==> src/rtl/gcd_arb_pkg.sv <==
// Shared types and default sizing for the GCD client arbiter.
// Default-config widths are exported here; the top re-derives them from its own parameters.
package gcd_arb_pkg;
  localparam int GCD_ARB_M_DEF = 4;
  localparam int GCD_ARB_D_DEF = 8;
  localparam int GCD_ARB_W_DEF = 32;
  localparam int ID_W  = $clog2(GCD_ARB_M_DEF);
  localparam int CNT_W = $clog2(GCD_ARB_D_DEF + 1);
  typedef logic [ID_W-1:0] client_id_t;
endpackage

==> src/rtl/fifo.sv <==
// Synchronous FIFO with occupancy count; no bypass between push and pop.
// Callers must not push when full or pop when empty.
module fifo #(
  parameter int WIDTH = 2,
  parameter int DEPTH = 8
) (
  input  logic                       clk,
  input  logic                       reset,
  input  logic                       push,
  input  logic [WIDTH-1:0]           din,
  input  logic                       pop,
  output logic [WIDTH-1:0]           dout,
  output logic                       full,
  output logic                       empty,
  output logic [$clog2(DEPTH+1)-1:0] count
);
  localparam int PTR_W = $clog2(DEPTH);
  localparam int CW    = $clog2(DEPTH+1);

  logic [WIDTH-1:0] r_mem [DEPTH];
  logic [PTR_W-1:0] r_wp, r_rp;
  logic [CW-1:0]    r_cnt;
  logic             w_push, w_pop;

  assign w_push = push & ~full;
  assign w_pop  = pop & ~empty;
  assign full   = (r_cnt == CW'(DEPTH));
  assign empty  = (r_cnt == '0);
  assign count  = r_cnt;
  assign dout   = r_mem[r_rp];

  always_ff @(posedge clk or posedge reset) begin
    if (reset) begin
      r_wp  <= '0;
      r_rp  <= '0;
      r_cnt <= '0;
    end else begin
      if (w_push) r_wp <= r_wp + 1'b1;
      if (w_pop)  r_rp <= r_rp + 1'b1;
      if (w_push & ~w_pop)      r_cnt <= r_cnt + 1'b1;
      else if (~w_push & w_pop) r_cnt <= r_cnt - 1'b1;
    end
  end

  always_ff @(posedge clk) begin
    if (w_push) r_mem[r_wp] <= din;
  end
endmodule

==> src/rtl/gcd_client_arbiter_gcd_rr_pick.sv <==
// Combinational round-robin picker: first valid index at or after ptr, wrapping mod M.
module gcd_rr_pick #(
  parameter int M    = 4,
  parameter int ID_W = 2
) (
  input  logic [M-1:0]    valid,
  input  logic [ID_W-1:0] ptr,
  output logic            any,
  output logic [ID_W-1:0] grant
);
  logic [ID_W-1:0] w_idx;

  // Walk from the farthest offset back to ptr so the nearest valid wins.
  always_comb begin
    any   = 1'b0;
    grant = '0;
    w_idx = '0;
    for (int k = M-1; k >= 0; k--) begin
      w_idx = ID_W'((int'(ptr) + k) % M);
      if (valid[w_idx]) begin
        any   = 1'b1;
        grant = w_idx;
      end
    end
  end
endmodule

==> src/rtl/gcd_client_arbiter.sv <==
// Round-robin M-client front end for a shared GCD stream; a tag FIFO routes in-order results back.
// Define GCD_ARB_STATS_EN to add the saturating stall_cycles counter output.
module gcd_client_arbiter
  import gcd_arb_pkg::*;
#(
  parameter int W = GCD_ARB_W_DEF,
  parameter int M = GCD_ARB_M_DEF,
  parameter int D = GCD_ARB_D_DEF
) (
  input  logic                     clk,
  input  logic                     reset,
  input  logic [M-1:0]             client_req_val,
  input  logic [M*W-1:0]           client_req_bits_A,
  input  logic [M*W-1:0]           client_req_bits_B,
  output logic [M-1:0]             client_req_rdy,
  output logic                     gcd_req_val,
  output logic [W-1:0]             gcd_req_bits_A,
  output logic [W-1:0]             gcd_req_bits_B,
  input  logic                     gcd_req_rdy,
  input  logic                     gcd_resp_val,
  input  logic [W-1:0]             gcd_resp_bits_data,
  output logic                     gcd_resp_rdy,
  output logic [M-1:0]             client_resp_val,
  output logic [W-1:0]             client_resp_bits_data,
  input  logic [M-1:0]             client_resp_rdy,
  output logic [$clog2(D+1)-1:0]   outstanding,
`ifdef GCD_ARB_STATS_EN
  output logic [31:0]              stall_cycles,
`endif
  output logic                     err_orphan
);
  localparam int LID_W  = $clog2(M);
  localparam int LCNT_W = $clog2(D+1);

  logic [LID_W-1:0]  r_ptr;
  logic [LID_W-1:0]  w_grant, w_head;
  logic              w_any, w_full, w_empty;
  logic              w_req_fire, w_resp_fire;
  logic [LCNT_W-1:0] w_count;
  logic              r_err_orphan;

  gcd_rr_pick #(.M(M), .ID_W(LID_W)) u_pick (
    .valid (client_req_val),
    .ptr   (r_ptr),
    .any   (w_any),
    .grant (w_grant)
  );

  fifo #(.WIDTH(LID_W), .DEPTH(D)) u_tag_fifo (
    .clk   (clk),
    .reset (reset),
    .push  (w_req_fire),
    .din   (w_grant),
    .pop   (w_resp_fire),
    .dout  (w_head),
    .full  (w_full),
    .empty (w_empty),
    .count (w_count)
  );

  assign gcd_req_val    = w_any & ~w_full & ~reset;
  assign gcd_req_bits_A = w_any ? client_req_bits_A[int'(w_grant)*W +: W] : '0;
  assign gcd_req_bits_B = w_any ? client_req_bits_B[int'(w_grant)*W +: W] : '0;
  assign w_req_fire     = gcd_req_val & gcd_req_rdy;

  assign gcd_resp_rdy          = ~w_empty & client_resp_rdy[w_head] & ~reset;
  assign w_resp_fire           = gcd_resp_val & gcd_resp_rdy;
  assign client_resp_bits_data = gcd_resp_bits_data;
  assign outstanding           = w_count;
  assign err_orphan            = r_err_orphan;

  always_comb begin
    client_req_rdy = '0;
    if (w_req_fire) client_req_rdy[w_grant] = 1'b1;
  end

  always_comb begin
    client_resp_val = '0;
    if (gcd_resp_val & ~w_empty & ~reset) client_resp_val[w_head] = 1'b1;
  end

  always_ff @(posedge clk or posedge reset) begin
    if (reset) begin
      r_ptr        <= '0;
      r_err_orphan <= 1'b0;
    end else begin
      if (w_req_fire)
        r_ptr <= (w_grant == LID_W'(M-1)) ? '0 : w_grant + 1'b1;
      if (gcd_resp_val & w_empty) r_err_orphan <= 1'b1;
    end
  end

`ifdef GCD_ARB_STATS_EN
  logic [31:0] r_stall_cycles;
  assign stall_cycles = r_stall_cycles;

  always_ff @(posedge clk or posedge reset) begin
    if (reset)
      r_stall_cycles <= '0;
    else if ((|client_req_val) & ~w_req_fire & ~(&r_stall_cycles))
      r_stall_cycles <= r_stall_cycles + 1'b1;
  end
`endif
endmodule

==> config.mk <==
export PLATFORM = sky130hd
export DESIGN_NAME = gcd_client_arbiter
export DESIGN_NICKNAME = d
export VERILOG_FILES = /design/src/rtl/gcd_arb_pkg.sv /design/src/rtl/fifo.sv /design/src/rtl/gcd_client_arbiter_gcd_rr_pick.sv /design/src/rtl/gcd_client_arbiter.sv
export SDC_FILE = /design/constraint.sdc
export NUM_CORES = 1
export LEC_CHECK = 0
export ABC_AREA = 1
export CORE_AREA = 2 2 161 163
export DETAILED_ROUTE_END_ITERATION = 16
export DIE_AREA = 0 0 163 165
export GPL_TIMING_DRIVEN = 0
export PLACE_DENSITY_LB_ADDON = 0.15
export SLEW_MARGIN = 20
export SYNTH_ARGS = -nofsm -noshare
export SYNTH_HDL_FRONTEND = slang
export SYNTH_SLANG_ARGS = --single-unit
==> constraint.sdc <==
create_clock -name clk -period 4.5 [get_ports clk]
set_clock_uncertainty 0.05 [all_clocks]
set_input_delay 1.35 -clock clk [delete_from_list [all_inputs] [get_ports clk]]
set_output_delay 1.35 -clock clk [all_outputs]
set_load 0.02 [all_outputs]
# Word-level counts from Yosys, hierarchy flattened
# Memories as Yosys holds them, arrays and structs flattened.
# Cells that the tools add are included.
[totals] register_bits=13 ram_bits=16 input_bits=300 output_inout_bits=111 elab_cells=79 memories=1
[mem_list] name="u_tag_fifo.r_mem" depth=8 word_bits=2 rd=1 rd_ports_with_merged_regs=0 wr=1 line_no="fifo.sv:20" text="logic [WIDTH-1:0] r_mem [DEPTH];"
[op_classes] add_sub_neg=8 n_lt_le_gt_ge=8 n_eq_ne=2 shift=2 mux=31 bitwise=18 reduce_logical=4
[ops] op="128-bit by 8-bit variable part select with 32-bit output" n=2
[ops] op="32-bit two-way mux" n=2
[ops] op="2-bit by 3-bit < comparator with 1-bit output (second input constant)" n=6
[ops] op="4-bit two-way mux" n=4
[ops] op="1-bit AND" n=13
[ops] op="1-bit two-way mux" n=13
[ops] op="1-bit binary-select mux with 2-bit select" n=5
[ops] op="2-bit two-way mux" n=5
[ops] op="3-bit by 1-bit adder with 3-bit output (second input constant)" n=2
[ops] op="1-bit inverter" n=5
[ops] op="2-bit by 1-bit adder with 2-bit output (second input constant)" n=2
[ops] op="2-bit adder (second input constant)" n=2
[ops] op="4-bit by 1-bit adder with 4-bit output (second input constant)" n=1
[ops] op="1-bit demux with 2-bit select" n=2
[ops] op="4-bit == test (second input constant)" n=1
[ops] op="2-bit by 1-bit >= comparator with 1-bit output (second input constant)" n=2
[ops] op="4-bit zero test" n=1
[ops] op="4-bit by 1-bit subtractor with 4-bit output (second input constant)" n=1
[ops] op="2-bit == test (second input constant)" n=1
[ops] op="1-bit logical AND" n=2
[ops] op="2-bit nonzero test" n=1

# Logic depth before layout (Yosys ltp)
# Gate-level depths: netlist of the first run.
[depth] ltp_word=15 depth_mapped=21 mapped_depth_nobuf=20

# Cells and area by module
# From an unflattened synthesis of the first run, not the netlist that was laid out.
[hier_totals] hier_cells=1029 area_unflattened_um2=5220.0
[by_module_without_submodules] module="gcd_client_arbiter" instances=1 cells_each=833 area_each_um2=3653.5 seq_area_each_um2=75.1
[by_module_without_submodules] module="fifo" instances=1 cells_each=150 area_each_um2=1353.8 seq_area_each_um2=730.7
[by_module_without_submodules] module="gcd_rr_pick" instances=1 cells_each=46 area_each_um2=212.7 seq_area_each_um2=0.0

# Least setup slack after synthesis of the first run
# Ideal clock, no wire load.
[synth_timing] kind="input to output" start="in client_req_val[3]" end="out client_req_rdy[3]" arrival_time_ps=2908 t_required_ps=3100 slack_ps=192 path_stages=13 n_path_buf=1 cell_sequence="inv_1 nand2_1 nand3_1 nand2_1 nand3_2 nand2_1 nand2_1 nand2_1 nand2_1 clkbuf_1 ha_1 inv_1 nor2_1"
[synth_between] elab_chain_cells=11 word_cells_on_any_way=25 cone_classes="order compare: 2; mux: 19; bitwise: 3; reduce/logical: 1"
[synth_rtl] element="from (decl)" line_no="gcd_client_arbiter.sv:12" text="input logic [M-1:0] client_req_val,"
[synth_rtl] element="1-bit binary-select mux with 2-bit select" line_no="gcd_client_arbiter_gcd_rr_pick.sv:20" text="if (valid[w_idx]) begin"
[synth_rtl] element="1-bit two-way mux (not written as such)" line_no="gcd_client_arbiter_gcd_rr_pick.sv:20"
[synth_rtl] element="2-bit two-way mux (3 in series)" line_no="gcd_client_arbiter_gcd_rr_pick.sv:20"
[synth_rtl] element="2-bit two-way mux (*)" line_no="gcd_client_arbiter_gcd_rr_pick.sv:20"
[synth_rtl] element="named net u_pick.grant[1]" line_no="gcd_client_arbiter_gcd_rr_pick.sv:9" text="output logic [ID_W-1:0] grant"
[synth_rtl] element="2-bit by 3-bit < comparator with 1-bit output (not written as such) or 2-bit by 1-bit >= comparator with 1-bit output (tied branches)" line_no="gcd_client_arbiter.sv:74" text="if (w_req_fire) client_req_rdy[w_grant] = 1'b1;"
[synth_rtl] element="1-bit logical AND (not written as such)" line_no="gcd_client_arbiter.sv:74"
[synth_rtl] element="1-bit two-way mux (not written as such)" line_no="gcd_client_arbiter.sv:74"
[synth_rtl] element="1-bit demux with 2-bit select (*)" line_no="gcd_client_arbiter.sv:74"
[synth_rtl] element="4-bit two-way mux (*)" line_no="gcd_client_arbiter.sv:74"
[synth_rtl] element="to (decl)" line_no="gcd_client_arbiter.sv:15" text="output logic [M-1:0] client_req_rdy,"
# The timed path passes the listed nets; every way through them passes the cells marked *. The select of a mux whose other input is x is not followed.

# Worst setup path after layout of the first run
[layout_timing] start="in client_req_val[3]" end="out gcd_req_bits_B[2]"
[layout_between] elab_chain_cells=8 word_cells_on_any_way=18 cone_classes="shift: 1; mux: 17"
[layout_rtl] element="1-bit binary-select mux with 2-bit select" line_no="gcd_client_arbiter_gcd_rr_pick.sv:20"
[layout_rtl] element="1-bit two-way mux (not written as such)" line_no="gcd_client_arbiter_gcd_rr_pick.sv:20"
[layout_rtl] element="2-bit two-way mux (4 in series)" line_no="gcd_client_arbiter_gcd_rr_pick.sv:20"
[layout_rtl] element="128-bit by 8-bit variable part select with 32-bit output" line_no="gcd_client_arbiter.sv:63" text="assign gcd_req_bits_B = w_any ? client_req_bits_B[int'(w_grant)*W +: W] : '0;"
[layout_rtl] element="32-bit two-way mux (*)" line_no="gcd_client_arbiter.sv:63"
[layout_rtl] element="to (decl)" line_no="gcd_client_arbiter.sv:18" text="output logic [W-1:0] gcd_req_bits_B,"
# Every way passes the cells marked *; elsewhere a longest branch is shown, timed or not. The select of a mux whose other input is x is not followed.

==> results_dict.tcl, run 1 <==
set metrics [dict create \
    drive_gt1_frac 0.1940 \
    wl_met3_mm 1.992 \
    min_period_ps 4395 \
    layout.nets 1670 \
    p_per_area_nw_per_um2 993.8 \
    layout_commonest_cell "nand2_1" \
    clk_path_buf_depth 2 \
    whs_ps 402.1 \
    syn_to_final_growth_pct 108.2 \
    cp_max_fo 6 \
    grt_pass1_vias 6650 \
    drv_cap 0 \
    slew_viol_final 0 \
    worstSetupPathType "in -> out" \
    hpwl_mm 21.03 \
    routed-via-count 7030 \
    cts_buffers 5 \
    fin_setup_tns_ps 0 \
    grt_pass1_wl_mm 37.90 \
    diodes 0 \
    die_h_um 165 \
    grt_antenna_before_repair 0 \
    startpoint_type "input port" \
    placementRows 58 \
    die_area_um2 26900 \
    pre_cts_slack_ps -1316 \
    dr.pass1.iters 4 \
    core_um2 25040 \
    postSynthCellCount 945 \
    yosysWarnings 0 \
    holdCritPathClass "reg -> reg" \
    utilization 0.4015 \
    status "finished, final reports clean" \
    timing.final.crit_share 0.9767 \
    clk_pin_slew_ps 50 \
    power_mw 9.991 \
    ios 411 \
    synth_area_per_cell_um2 5.111 \
    reg2reg_slack_ps 1330 \
    first_iter_violations 252 \
    tightest_slew_ps 293.9 \
    cts_tree "done" \
    wl_met2_mm 13.92 \
    final_cell_mix "312 x nand2_1, 303 x clkdlybuf4s50_1, 194 x nor2_1" \
    required_ps 3100 \
    setup_violations 0 \
    p_leak_nw 5.069 \
    synth_nets 1255 \
    arrival_ps 3000 \
    grt_max_degree 20 \
    seq_area_frac_synth 0.1668 \
    cts.sink_count 29 \
    clock_latency_ps 270 \
    ys_types 27 \
    routed.top_layer "met4" \
    drcViolationCount 0 \
    htree_num_levels 2 \
    peakVddDrop_mv 0.3763 \
    gr-usage-all-layers 0.1833 \
    ys_ff_latch 29 \
    die_x_um 163 \
    io_buffers 378 \
    clockRootBuffer "clkbuf_16" \
    max_slew_margin 0.8035 \
    hold_violations 0 \
    wl_met1_mm 10.57 \
    antenna_left 0 \
    wl_per_cell_um 15.90 \
    start_util 0.1929 \
    drt-total-wl_mm 26.89 \
    grt-ovfl-total 0 \
    end_kind "primary output" \
    avgViaCountPerCell 4.157 \
    gp_congestion 0.8680 \
    syn-cell-area_um2 4830 \
    holdBufCountCts 0 \
    fmax_ghz 0.2275 \
    finalWorstSetupSlack_ps 104.9 \
]
## repair_timing
item / in CTS / in global routing
cloned: 7 / 6
pin swaps: 22 / 37
setup endpoints to repair: 73 / 71
resized for setup: 465 / 99
hold endpoints to repair: 0 / 0
setup buffers: 20 / 4
## synth_stat cells, drive strengths merged
cell	count	share of area
or2	2	0.0026
a21oi	1	0.0010
o21ai	10	0.011
fa	1	0.0041
nor2	219	0.17
dfrtp	13	0.067
nand2	332	0.26
clkbuf	7	0.0054
nand4	1	0.0013
nor3	3	0.0031
ha	9	0.023
xor2	3	0.0054
nor3b	2	0.0031
nand3	149	0.16
buf	83	0.11
a21o	2	0.0031
xnor2	3	0.0054
edfxtp	16	0.099
inv	89	0.069
## power breakdown
group / switching (mW) / leakage, nW / internal, mW
registers: 0.0717 / 0.301 / 0.398
logic: 5.22 / 4.70 / 3.98
clock network: 0.110 / 0.0696 / 0.202
total: 5.41 / 5.07 / 4.59
## per-layer routing
layer  global-route usage  up-vias
li1                     -     3697
met1               0.2062     3086
met2               0.3467      222
met3              0.05198       25
met4              0.03057        0
met5                    0        -
## stage by stage
stage,cells,area [um2]
2_1_floorplan,945,4830
3_3_place_gp,1653,9026
3_5_place_dp,1653,9026
4_1_cts,1686,9653
5_1_grt,1691,10050
6_report,1691,10050
## flip-flops by register name, indices dropped and copies added (netlist names)
register	cells
u_tag_fifo.r_mem	16
u_tag_fifo.count	4
u_tag_fifo.r_rp	3
u_tag_fifo.r_wp	3
r_ptr	2
err_orphan	1
## path summary, 6_finish.rpt
kind	startpoint	end	cells past startpoint
max	client_req_val[3]	gcd_req_bits_B[2]	16
min	err_orphan	err_orphan	1
max reg2reg	r_ptr[0]	u_tag_fifo.count[3]	18
min reg2reg	err_orphan	err_orphan	1
max in group asynchronous	reset	u_tag_fifo.count[0]	3
min in group asynchronous	reset	u_tag_fifo.count[3]	3
## worst max-delay path, cell delays in order
cell and delay, ps:
buf_6 70, inv_4 40, o21ai_4 210, buf_4 150, nand2_1 50, nor2_2 130, o21ai_1 80, nand2_1 60
nand2_1 70, buf_6 140, buf_8 130, buf_8 120, nand2_1 50, nor2_1 50, nor2_2 140, buf_6 130
## cell families (layout without fill, tap and decap cells)
| kind of cell | Yosys count | after routing | share of synthesized area |
|---|---|---|---|
| buf+inv | 179 | 595 | 0.1852 |
| flops | 29 | 29 | 0.1668 |
| compound gates | 13 | 13 | 0.01528 |
| simple gates | 708 | 708 | 0.5943 |
| xor+xnor | 6 | 6 | 0.01088 |
| fa+ha+maj | 10 | 10 | 0.02746 |
## final cells by class
class                   instances  area, um2
fillers                      2795      14980
repair buffers                413       4086
multi-input cells             737       3352
plain buffers                  85      910.9
flip-flops and latches         29      805.8
well taps                     330      412.9
inverters                      89      342.8
clock buffers                   5      125.1
clock inverters                 3      17.52
(Power assumes the default switching activity.)
==> run 2, diff against run 1 <==
--- a/config.mk
+++ b/config.mk
@@ -9,7 +9,7 @@
 export CORE_AREA = 2 2 161 163
 export DETAILED_ROUTE_END_ITERATION = 16
 export DIE_AREA = 0 0 163 165
-export GPL_TIMING_DRIVEN = 0
+export GPL_TIMING_DRIVEN = 1
 export PLACE_DENSITY_LB_ADDON = 0.15
 export SLEW_MARGIN = 20
 export SYNTH_ARGS = -nofsm -noshare
==> constraint.sdc (replaced) <==
create_clock -name clk -period 4.67 [get_ports clk]
set_clock_uncertainty 0.05 [all_clocks]
set_input_delay 1.401 -clock clk [delete_from_list [all_inputs] [get_ports clk]]
set_output_delay 1.401 -clock clk [all_outputs]
set_load 0.02 [all_outputs]
==> results_dict.tcl, run 2 (synthesis results as in run 1) <==
set metrics [dict create \
    status "finished, final reports clean" \
    final_cell_mix "318 x nand2_1, 273 x clkdlybuf4s50_1, 203 x nor2_1" \
    cp_slowest_stage_delay_ps 280 \
    grt-ovfl-total 0 \
    die_h_um 165 \
    holdBufCountCts 0 \
    clockRootBuffer "clkbuf_16" \
    holdCritPathClass "reg -> reg" \
    seqPwrFrac 0.047 \
    min_period_ps 4558 \
    drv_cap 0 \
    worst_path_dominant_cell_family "simple AND/OR/NAND/NOR gates" \
    layout_commonest_cell "nand2_1" \
    utilization 0.3919 \
    grt_antenna_before_repair 0 \
    drcViolationCount 0 \
    crit_top_cell "nor2_1" \
    cts_tree "done" \
    dr.pass1.iters 5 \
    die_area_um2 26900 \
    placementRows 58 \
    cp_max_fo 14 \
    timing.final.crit_share 0.9760 \
    wl_per_cell_um 16.12 \
    cts.sink_count 29 \
    fmax_ghz 0.2194 \
    diodes 0 \
    critPathSlowestCell "bufbuf_16" \
    avgViaCountPerCell 4.246 \
    hold_violations 0 \
    slew_viol_final 0 \
    end_kind "primary output" \
    cts_buffers 5 \
    tightest_slew_ps 366.7 \
    die_x_um 163 \
    grt_max_degree 36 \
    layout.nets 1631 \
    start_util 0.1929 \
    io_buffers 346 \
    switching_share 0.5237 \
    grt_pass1_vias 6705 \
    clock_latency_ps 270 \
    grt_pass1_wl_mm 38.03 \
    arrival_ps 3110 \
    crit_chain "clkbuf_2, inv_2, o21ai_4, nand2_2, nand3_4, nand2_4, nand2_8, nand2_8, buf_12, bufbuf_16, nor2_1, nor2_1, nor2_1, buf_4" \
    htree_num_levels 2 \
    core_um2 25040 \
    path_depth 14 \
    ios 411 \
    hpwl_mm 18.88 \
    drt-total-wl_mm 26.63 \
    max_slew_margin 0.7555 \
    pre_cts_slack_ps -767.9 \
    antenna_left 0 \
    required_ps 3220 \
    clk_path_buf_depth 2 \
    p_leak_nw 4.982 \
    worstHoldPathCells 1 \
    startpoint_type "input port" \
    drive_gt1_frac 0.1815 \
    netSwitchingPower_mw 5.188 \
    timing.critical_path.buf_inv 5 \
    p_per_area_nw_per_um2 1010 \
    clk_pin_slew_ps 50 \
    internal_power_mw 4.719 \
    finalWorstSetupSlack_ps 111.9 \
    gp_congestion 0.8600 \
    worstSetupPathType "in -> out" \
    p_clk_frac 0.030 \
    setup_violations 0 \
    syn_to_final_growth_pct 103.1 \
    p_comb_frac 0.923 \
    first_iter_violations 332 \
    gr-usage-all-layers 0.1832 \
    top_register "u_tag_fifo.r_mem" \
    largest_reg_flops 16 \
    peakVddDrop_mv 0.4475 \
    r2r_cells 22 \
    routed-via-count 7014 \
]
[run 2: changes by cell type in the layout (fill, tap and decap cells not counted), sizes merged, moves of 2 or more]
cell	delta
clkdlybuf4s15	+3
clkbuf	-8
buf	-8
bufbuf	+6
dlymetal6s2s	-2
clkdlybuf4s50	-30
clkinvlp	-2
[run 2: layout make-up]
class	instances	area, um2
clock buffer	6	128.9
clock inverter	2	10.01
fill	2750	15230
inverter	89	334.1
multi-input combinational	738	3341
sequential	29	805.8
tap	330	412.9
timing repair buffer	458	4778
[run 2: per-layer routing]
metal / part of all wire / track usage
met2: 0.51 / 0.3349
met5: 0 / 0
met1: 0.40 / 0.2218
met3: 0.074 / 0.04169
met4: 0.012 / 0.03017
[run 2: what timing repair did]
action | CTS | global route
buffers inserted | 24 | 6
pin swaps | 25 | 29
endpoints found under the setup margin | 69 | 69
gates resized for setup | 321 | 38
gates cloned | 13 | 3
[run 2: final timing paths]
kind | end | slack, ps | start
worst max-delay path | gcd_req_bits_A[29] | 110 | client_req_val[3]
worst min-delay path | err_orphan | 420 | err_orphan
worst max register to register | u_tag_fifo.count[3] | 1220 | r_ptr[0]
worst min register to register | err_orphan | 420 | err_orphan
max in group asynchronous | u_tag_fifo.count[1] | 2890 | reset
min in group asynchronous | u_tag_fifo.count[3] | 1510 | reset
[run 2: power groups by stage]
stage / sequential (mW) / combinational [mW] / clock [mW]
finish: 0.466 / 9.15 / 0.294
floorplan: 0.465 / 4.38 / 0
CTS: 0.467 / 8.90 / 0.302
detailed placement: 0.468 / 7.93 / 0
global placement: 0.470 / 7.95 / 0
global route: 0.481 / 9.96 / 0.320
[run 2: stage by stage]
stage	cell area, um2	TNS [ps]	power [mW]	hold WS (ps)	instances
final	9811	0	9.907	421.1	1652
after global routing	9811	-12.51	10.76	473.6	1652
after CTS	9615	-21.24	9.671	420.3	1643
after detailed placement	8850	-44500	8.397	396.1	1598
after global placement	8850	-43330	8.421	388.7	1598
after floorplan	4830	0	4.843	442.6	945
